==> src/rtl/multi_lfo_core_if.sv <==
// multi_lfo_core_if: per-channel config write port and sample stream of the multi-channel LFO
// Signals: cfg_we/cfg_ch/cfg_inc/cfg_shape/cfg_depth/cfg_en (config write, host -> core),
//          out_valid/out_ch/out_data (sample stream, core -> host), out_ready (host -> core),
//          overrun (sticky tick-during-frame flag, core -> host).
// Modports: master = host / DAC side, slave = LFO core.
interface multi_lfo_core_if #(
  parameter int NCH = 2,
  parameter int PHASE_W = 24,
  parameter int DATA_W = 12,
  parameter int CH_W = (NCH > 1) ? $clog2(NCH) : 1
);
  logic cfg_we;
  logic [CH_W-1:0] cfg_ch;
  logic [PHASE_W-1:0] cfg_inc;
  logic [2:0] cfg_shape;
  logic [2:0] cfg_depth;
  logic cfg_en;
  logic out_valid;
  logic out_ready;
  logic [CH_W-1:0] out_ch;
  logic [DATA_W-1:0] out_data;
  logic overrun;
  modport master (
    output cfg_we, cfg_ch, cfg_inc, cfg_shape, cfg_depth, cfg_en, out_ready,
    input out_valid, out_ch, out_data, overrun
  );
  modport slave (
    input cfg_we, cfg_ch, cfg_inc, cfg_shape, cfg_depth, cfg_en, out_ready,
    output out_valid, out_ch, out_data, overrun
  );
endinterface

==> src/rtl/multi_lfo_core.sv <==
// multi_lfo_core: NCH-channel LFO engine streaming one sample per channel per tick
// Ports: clk, reset_n (async active-low), tick (sample strobe), sync (zero all phases),
//        bus (multi_lfo_core_if.slave: config write port, valid/ready sample stream, overrun).
// Optional feature: define LFO_SAMPLE_HOLD_EN to build the LFSR-driven sample&hold shape (4);
// without it shape 4 outputs midscale like the reserved shapes.
module multi_lfo_core #(
  parameter int NCH = 2,
  parameter int PHASE_W = 24,
  parameter int DATA_W = 12
) (
  input logic clk,
  input logic reset_n,
  input logic tick,
  input logic sync,
  multi_lfo_core_if.slave bus
);
  localparam int CH_W = (NCH > 1) ? $clog2(NCH) : 1;
  localparam logic [DATA_W-1:0] MID = {1'b1, {(DATA_W-1){1'b0}}};
  typedef enum logic [1:0] {IDLE, CALC, PRESENT} state_t;
  state_t r_state, w_state_nxt;
  logic [CH_W-1:0] r_ch, w_ch_nxt;
  logic [PHASE_W-1:0] r_phase [NCH];
  logic [PHASE_W-1:0] r_inc [NCH];
  logic [2:0] r_shape [NCH];
  logic [2:0] r_depth [NCH];
  logic r_en [NCH];
  logic [DATA_W-1:0] r_out_data;
  logic [CH_W-1:0] r_out_ch;
  logic r_overrun;
  logic w_fire, w_last;
  logic [PHASE_W-1:0] w_phase_nxt;
  logic [DATA_W-1:0] w_p, w_tri, w_raw, w_hold, w_sample;
  logic signed [DATA_W-1:0] w_sgn, w_shf;
  assign bus.out_valid = (r_state == PRESENT);
  assign bus.out_ch = r_out_ch;
  assign bus.out_data = r_out_data;
  assign bus.overrun = r_overrun;
  assign w_fire = (r_state == PRESENT) && bus.out_ready;
  assign w_last = (r_ch == CH_W'(NCH - 1));
  assign w_phase_nxt = r_phase[r_ch] + r_inc[r_ch];
  always_ff @(posedge clk or negedge reset_n)
    if (!reset_n) begin
      r_state <= IDLE;
      r_ch <= '0;
    end else begin
      r_state <= w_state_nxt;
      r_ch <= w_ch_nxt;
    end
  always_comb begin
    w_state_nxt = r_state;
    w_ch_nxt = r_ch;
    unique case (r_state)
      IDLE: begin
        w_state_nxt = tick ? CALC : IDLE;
        w_ch_nxt = tick ? '0 : r_ch;
      end
      CALC: w_state_nxt = PRESENT;
      PRESENT: begin
        w_state_nxt = !w_fire ? PRESENT : w_last ? IDLE : CALC;
        w_ch_nxt = (w_fire && !w_last) ? r_ch + CH_W'(1) : r_ch;
      end
      default: w_state_nxt = IDLE;
    endcase
  end
  // Raw shape, then depth: flip MSB to two's complement, arithmetic shift, flip back.
  always_comb begin
    w_p = r_phase[r_ch][PHASE_W-1 -: DATA_W];
    w_tri = {w_p[DATA_W-1] ? ~w_p[DATA_W-2:0] : w_p[DATA_W-2:0], 1'b0};
    w_raw = r_shape[r_ch] == 3'd0 ? w_p :
            r_shape[r_ch] == 3'd1 ? ~w_p :
            r_shape[r_ch] == 3'd2 ? w_tri :
            r_shape[r_ch] == 3'd3 ? {DATA_W{w_p[DATA_W-1]}} :
            r_shape[r_ch] == 3'd4 ? w_hold : MID;
    w_sgn = {~w_raw[DATA_W-1], w_raw[DATA_W-2:0]};
    w_shf = w_sgn >>> r_depth[r_ch];
    w_sample = r_en[r_ch] ? {~w_shf[DATA_W-1], w_shf[DATA_W-2:0]} : MID;
  end
  always_ff @(posedge clk or negedge reset_n)
    if (!reset_n) begin
      for (int i = 0; i < NCH; i++) begin
        r_phase[i] <= '0;
        r_inc[i] <= '0;
        r_shape[i] <= '0;
        r_depth[i] <= '0;
        r_en[i] <= 1'b0;
      end
      r_out_data <= MID;
      r_out_ch <= '0;
      r_overrun <= 1'b0;
    end else begin
      if (bus.cfg_we && int'(bus.cfg_ch) < NCH) begin
        r_inc[bus.cfg_ch] <= bus.cfg_inc;
        r_shape[bus.cfg_ch] <= bus.cfg_shape;
        r_depth[bus.cfg_ch] <= bus.cfg_depth;
        r_en[bus.cfg_ch] <= bus.cfg_en;
      end
      if (tick && r_state != IDLE)
        r_overrun <= 1'b1;
      if (r_state == CALC) begin
        r_out_data <= w_sample;
        r_out_ch <= r_ch;
      end
      // sync wins over a same-cycle phase advance.
      if (sync)
        for (int i = 0; i < NCH; i++) r_phase[i] <= '0;
      else if (w_fire && r_en[r_ch])
        r_phase[r_ch] <= w_phase_nxt;
    end
`ifdef LFO_SAMPLE_HOLD_EN
  logic [15:0] r_lfsr;
  logic [DATA_W-1:0] r_hold [NCH];
  logic w_wrap;
  // Unsigned add overflowed exactly when the truncated sum is below the old phase.
  assign w_wrap = w_phase_nxt < r_phase[r_ch];
  assign w_hold = r_hold[r_ch];
  always_ff @(posedge clk or negedge reset_n)
    if (!reset_n) begin
      r_lfsr <= '1;
      for (int i = 0; i < NCH; i++) r_hold[i] <= MID;
    end else begin
      r_lfsr <= {r_lfsr[14:0], r_lfsr[15] ^ r_lfsr[14] ^ r_lfsr[12] ^ r_lfsr[3]};
      if (w_fire && !sync && r_en[r_ch] && w_wrap && r_shape[r_ch] == 3'd4)
        r_hold[r_ch] <= r_lfsr[DATA_W-1:0];
    end
`else
  assign w_hold = MID;
`endif
endmodule

==> src/flat_wrapper.sv <==
// flat-port wrapper written by rule: the top's interface ports become plain ports
module multi_lfo_core_flat 
#(
  parameter int NCH = 2,
  parameter int PHASE_W = 24,
  parameter int DATA_W = 12
)
  (clk, reset_n, tick, sync, bus_cfg_we, bus_cfg_ch, bus_cfg_inc, bus_cfg_shape, bus_cfg_depth, bus_cfg_en, bus_out_ready, bus_out_valid, bus_out_ch, bus_out_data, bus_overrun);
  multi_lfo_core_if #(.NCH(NCH), .PHASE_W(PHASE_W), .DATA_W(DATA_W)) bus_i ();
  input logic clk;
  input logic reset_n;
  input logic tick;
  input logic sync;
  input wire logic [$bits(bus_i.cfg_we)-1:0] bus_cfg_we;
  input wire logic [$bits(bus_i.cfg_ch)-1:0] bus_cfg_ch;
  input wire logic [$bits(bus_i.cfg_inc)-1:0] bus_cfg_inc;
  input wire logic [$bits(bus_i.cfg_shape)-1:0] bus_cfg_shape;
  input wire logic [$bits(bus_i.cfg_depth)-1:0] bus_cfg_depth;
  input wire logic [$bits(bus_i.cfg_en)-1:0] bus_cfg_en;
  input wire logic [$bits(bus_i.out_ready)-1:0] bus_out_ready;
  output wire logic [$bits(bus_i.out_valid)-1:0] bus_out_valid;
  output wire logic [$bits(bus_i.out_ch)-1:0] bus_out_ch;
  output wire logic [$bits(bus_i.out_data)-1:0] bus_out_data;
  output wire logic [$bits(bus_i.overrun)-1:0] bus_overrun;
  assign bus_i.cfg_we = bus_cfg_we;
  assign bus_i.cfg_ch = bus_cfg_ch;
  assign bus_i.cfg_inc = bus_cfg_inc;
  assign bus_i.cfg_shape = bus_cfg_shape;
  assign bus_i.cfg_depth = bus_cfg_depth;
  assign bus_i.cfg_en = bus_cfg_en;
  assign bus_i.out_ready = bus_out_ready;
  assign bus_out_valid = bus_i.out_valid;
  assign bus_out_ch = bus_i.out_ch;
  assign bus_out_data = bus_i.out_data;
  assign bus_overrun = bus_i.overrun;
  multi_lfo_core #(.NCH(NCH), .PHASE_W(PHASE_W), .DATA_W(DATA_W)) u_core (.clk(clk), .reset_n(reset_n), .tick(tick), .sync(sync), .bus(bus_i));
endmodule
==> config.mk <==
export PLATFORM = sky130hd
export DESIGN_NAME = multi_lfo_core_flat
export DESIGN_NICKNAME = d
export VERILOG_FILES = /design/src/rtl/multi_lfo_core_if.sv /design/src/rtl/multi_lfo_core.sv /design/src/flat_wrapper.sv
export SDC_FILE = /design/constraint.sdc
export NUM_CORES = 1
export LEC_CHECK = 0
export CAP_MARGIN = 15
export CORE_MARGIN = 8
export CORE_UTILIZATION = 59
export DETAILED_ROUTE_END_ITERATION = 6
export PLACE_DENSITY = 0.76
export SLEW_MARGIN = 20
export SYNTH_ARGS = -nofsm -noshare
export SYNTH_HDL_FRONTEND = slang
export SYNTH_SLANG_ARGS = --single-unit
export TNS_END_PERCENT = 5
==> constraint.sdc <==
create_clock -name clk -period 4.8 [get_ports clk]
set_clock_uncertainty 0.05 [all_clocks]
set_input_delay 0.48 -clock clk [delete_from_list [all_inputs] [get_ports clk]]
set_output_delay 0.48 -clock clk [all_outputs]
set_load 0.01 [all_outputs]
Word level (Yosys, flattened, before mapping). Cells that the tools add are included. Widths: inputs -> output; s select.

Register bits: 127. Input bits: 38. Logic and storage cells: 91.

Add/subtract/negate cells: 2. Magnitude comparators: 4. Eq/ne operators: 7. Shifts and indexed selects: 1. Muxes and demuxes: 43. Bitwise gates (word level): 6. Reduce and logical (&&, ||, !) cells: 13.

Operators with widths (count): $mux 24 (8); $bwmux 48 (2); $mux 48 (2); $mux 12 (5); $demux 24 s1 (2); $add 24x24->24 (1); $mux 3 (7); $bwmux 6 (2); $not 12->12 (1); $sshr 12x3->12 (1); $mux 11 (1); $not 11->11 (1); $mux 1 (8); $eq 3x2->1 const B (2); $logic_and 1x1->1 (6); $pmux 2 s3 (1); $reduce_bool 2->1 (3); $ge 2x2->1 const B (2); $lt 2x1->1 const B (2); $not 1->2 (2); $demux 3 s1 (1); $eq 3x1->1 const B (1); $logic_not 3->1 (1); $reduce_and 3->1 (1); 12 further kinds (13).

Depth between registers and ports, before layout.
Depth after elaboration: 13. Gate-level depth with buffers: 15.

Worst setup path after synthesis. Ideal clock, no wire load.

Path type: register -> register. Start: register u_core.r_ch. End: register u_core.r_phase[22] (netlist bit). Library setup time: 0.121 ns. Data arrival time: 3.809 ns. Slack: 0.820 ns. Stages on the path, launching flop included: 16. Cells stage by stage: dfrtp_1 -> buf_6 -> buf_8 -> buf_2 -> buf_1 -> mux2_2 -> ha_1 -> fa_1 -> a21o_1 -> a221oi_2 -> a21oi_2 -> a31oi_4 -> o21bai_1 -> a221oi_2 -> o221ai_1 -> a22o_1.

Cells in the longest elaborated chain, start to end: 8. Elaborated cells on any way between the ends: 21. Classes of those cells: add/sub: 1; order compare: 2; mux: 14; bitwise: 1; reduce/logical: 3.

Ends and longest elaborated chain: from (decl) (RTL line multi_lfo_core.sv:21) `logic [CH_W-1:0] r_ch, w_ch_nxt;`; from (signal assigned) (RTL line multi_lfo_core.sv:47) `r_ch <= w_ch_nxt;`; $not 1->2 (not written as such) (*) (RTL line multi_lfo_core.sv:40, multi_lfo_core.sv:106, multi_lfo_core.sv:107); $mux 24 (not written as such) (tied with other cells) (RTL line multi_lfo_core.sv:40) `assign w_phase_nxt = r_phase[r_ch] + r_inc[r_ch];`; $mux 24 (not written as such) or $logic_and 1x1->1 (tied branches) (RTL line multi_lfo_core.sv:40, multi_lfo_core.sv:107); $mux 24 (on tied branches) (RTL line multi_lfo_core.sv:40, multi_lfo_core.sv:107); $add 24x24->24 or $demux 24 s1 (tied branches) (RTL line multi_lfo_core.sv:40, multi_lfo_core.sv:107); $bwmux 48 (RTL line multi_lfo_core.sv:107) `r_phase[r_ch] <= w_phase_nxt;`; $mux 48 (RTL line multi_lfo_core.sv:106) `else if (w_fire && r_en[r_ch])`; $mux 48 (RTL line multi_lfo_core.sv:104) `if (sync)`; to (signal, indexed assignment) (RTL line multi_lfo_core.sv:107); to (decl) (RTL line multi_lfo_core.sv:22) `logic [PHASE_W-1:0] r_phase [NCH];`.

Every way passes the cells marked *; elsewhere a longest branch is shown, timed or not. The select of a mux whose other input is x is not followed. A chain may end at the register's enable or synchronous reset.

Worst setup path after layout.
Start: register u_core.r_ch. End: register u_core.r_phase[47] (netlist bit).

Same word-level chain as after synthesis.

==> metrics.yaml <==
logic_synthesis:
  ys_seq_area_frac: 0.444
  syn-num-nets: 686
  synth_top_area_cell: "dfrtp_1"
  synth_compound_area_frac: 0.164
  avgSynthCellArea_um2: 11.5
  yosys.area_share.simple: 0.0768
  synthXorXnorAreaFrac: 0.0342
  yosys.area_share.adder: 0.0430
  yosys_warnings: 0
  synth.top_cell.area_share: 0.440
  postSynthCellCount: 624
  synth_top_family_by_area: "multiplexers"
  synth-edff-count: 0
  muxShareOfSynthArea: 0.212
  synth_area_um2: 7170
  async_reset_ff_frac: 1.00
  synth_flop_cell: "dfrtp_1"
  yosysUniqueCellTypes: 61
  synth.ff_latch_count: 127
  synth_area_leaders: "dfrtp_1 44%, mux2_2 18%, a22o_1 5.6%"
clock_network:
  cts_buffer_depth: 2
  cts_resized: 0
  clockRootBuffer: "clkbuf_16"
  postCtsSetupBuffers: 0
  cts_hold_buf: 0
  numCtsBuffers: 17
  clkLatencyLatePin_ns: 0.43
  clock-sinks: 127
  cts_tree: "built"
  clkTransAtPathRegs_ns: 0.05
  h-tree-depth: 4
finish:
  syn_to_final_growth_pct: 17.4
  diodes: 0
  final_layout_size_suffix_gt1_frac: 0.257
  final_nets: 735
  final_area_um2: 8410
  instances_no_fill: 832
  fin_util: 0.706
placed_design:
  dpl.cell_count: 801
  post-place-ws_ns: 1.00
  gp_congestion: 0.864
  portBuffers: 52
  postPlaceCellArea_um2: 7800
  dp_hpwl_mm: 11.0
setup_path:
  setup.worst_path.start_class: "flip-flop"
  cpPeakStageDelay_ns: 0.77
  crit_family: "compound AO/OA/AOI/OAI gates"
  worst-path-max-fanout: 24
  worstSetupPathType: "flip-flop to flip-flop"
  cp.buffers_inverters: 1
  critPathArrivalTime_ns: 4.10
  required_ns: 5.05
  startpoint: "u_core.r_ch$_DFFE_PN0P_"
  crit_top_cell: "o21ai_0"
  crit_path_top_delay_cell: "dfrtp_2"
  critPathCaptureType: "flip-flop"
  path_cells: "buf_4 -> mux2_2 -> ha_1 -> and2_1 -> and3_1 -> a221oi_1 -> o21ai_0 -> a41oi_1 -> o21ai_0 -> mux2i_1 -> a221o_1"
  regToRegStartpoint: "u_core.r_ch$_DFFE_PN0P_"
sta:
  fmax_ghz: 0.260
  maxSlewHeadroom: 0.269
  final.setup.tns_ns: 0
  worstMarginPinSlew_ns: 1.09
  finalCritPeriodShare: 0.802
  slew_violations: 0
  hold_slack_ns: 0.0447
  rsz0062_at_grt: "false"
  min_period_ns: 3.85
  finalHoldViolCount: 0
  setup_viol: 0
  worst_slack_ns: 0.949
drt:
  dr.first_iter.drc_count: 504
  drc: 0
  vias: 5205
  viasPerCell: 6.26
  dr.pass1.iters: 5
  routedWlPerCell_um: 19.3
  ant_nets: 0
  finalWirelength_mm: 16.0
global_route:
  track_usage: 0.214
  grt_pass1_vias: 5397
  grt_max_degree: 80
  grt_pass1_wl_mm: 27.4
  grt_overflow: 0
  grt_antenna_before_repair: 0
floorplan:
  die_area_um2: 15900
  coreArea_um2: 11900
  die_h_um: 126
  die_width_um: 126
  initial_core_util: 0.602
  ios: 53
  num_rows: 40
pwr:
  power_density_nw_per_um2: 505
  leakage_nw: 3.76
  peakVddDrop_mv: 0.251
  finalPower_mw: 4.25
flow_run:
  maxCapViolCount: 0
worst_hold_path:
  worstHoldPathType: "primary input to async pin"
run_status:
  status: "finished clean"
[synth_stat cells, types with 3 or more instances]
master	count
dfrtp_1	126
mux2_2	114
a21oi_1	29
nor2_1	29
mux2i_1	16
nand2b_1	7
nand2_1	42
a21oi_2	3
o211ai_1	3
and3_1	5
clkbuf_1	15
o21bai_1	3
a22o_1	46
nor3_1	5
ha_1	23
buf_2	3
xnor2_1	19
o21ai_0	18
o22ai_1	5
buf_6	3
nand3_1	3
a21o_1	12
xor2_1	9
and2_1	6
o21ai_1	5
o21ai_2	3
inv_1	10
buf_1	5
o221ai_1	10
nor2b_1	7
[state kept, by name, summed over array words and instances, names as in the netlist]
register,count
u_core.r_ch,1
u_core.r_state,2
u_core.r_inc,48
u_core.r_shape,6
u_core.bus.out_ch,1
u_core.bus.out_data,12
u_core.r_phase,48
u_core.r_en,2
u_core.bus.overrun,1
u_core.r_depth,6
[worst reg2reg max path: cells and delay by family (launching register included)]
| family | cells | cell delay (ns) |
|---|---|---|
| buffers and inverters | 1 | 0.39 |
| AOI/OAI and AO/OA | 5 | 1.25 |
| DFF | 1 | 0.77 |
| adders and majority gates | 1 | 0.33 |
| and+or+nand+nor | 2 | 0.42 |
| muxes | 2 | 0.53 |
[logic make-up after synthesis]
kind of cell / Yosys count
compound gates: 158
flops: 127
mux: 135
buf+inv: 38
xor+xnor: 28
fa+ha+maj: 24
simple gates: 114
[power breakdown]
part	leakage [nW]	total, mW	switching (mW)	internal (mW)
registers	1.61	1.36	0.135	1.23
clock network	0.297	1.31	0.443	0.865
logic	1.85	1.58	0.844	0.735
total	3.76	4.25	1.42	2.83
[final timing paths]
kind / endpoint / slack, ns / cells after the start
setup / recovery: u_core.r_phase[47]$_DFFE_PN0P_ / 0.95 / 11
hold / removal: u_core.r_state[0]$_DFF_PN0_ / 0.04 / 1
setup reg to reg: u_core.r_phase[47]$_DFFE_PN0P_ / 0.95 / 11
hold reg to reg: u_core.bus.overrun$_DFFE_PN0P_ / 0.41 / 1
max in group asynchronous: u_core.r_phase[17]$_DFFE_PN0P_ / 3.58 / 2
min in group clk: u_core.bus.overrun$_DFFE_PN0P_ / 0.41 / 1
[routing by layer]
layer  share of wire  vias to the layer above  GRT usage
met5               0                        -          0
met4           0.016                        0     0.0807
met3           0.043                       27     0.0477
met2            0.48                      131      0.342
met1            0.46                     2623      0.279
li1                -                     2424          -
[area by class of cell]
class                   instances  area (um^2)
multi-input cells             459         3840
fillers                       854         3500
flip-flops and latches        127         3180
repair buffers                 58          567
clock buffers                  25          495
well taps                     147          184
clock inverters                 6          105
inverters                      10         37.5
[cell usage in the layout (no fill, tap or decap), types with 18 or more instances in the layout]
cell             count
clkdlybuf4s50_1     51
mux2_2             114
a22o_1              46
ha_1                23
nand2_1             42
xnor2_1             19
nor2_1              28
a21oi_1             29
dfrtp_1            125
o21ai_0             18
Power figures use the tool's default switching activity.
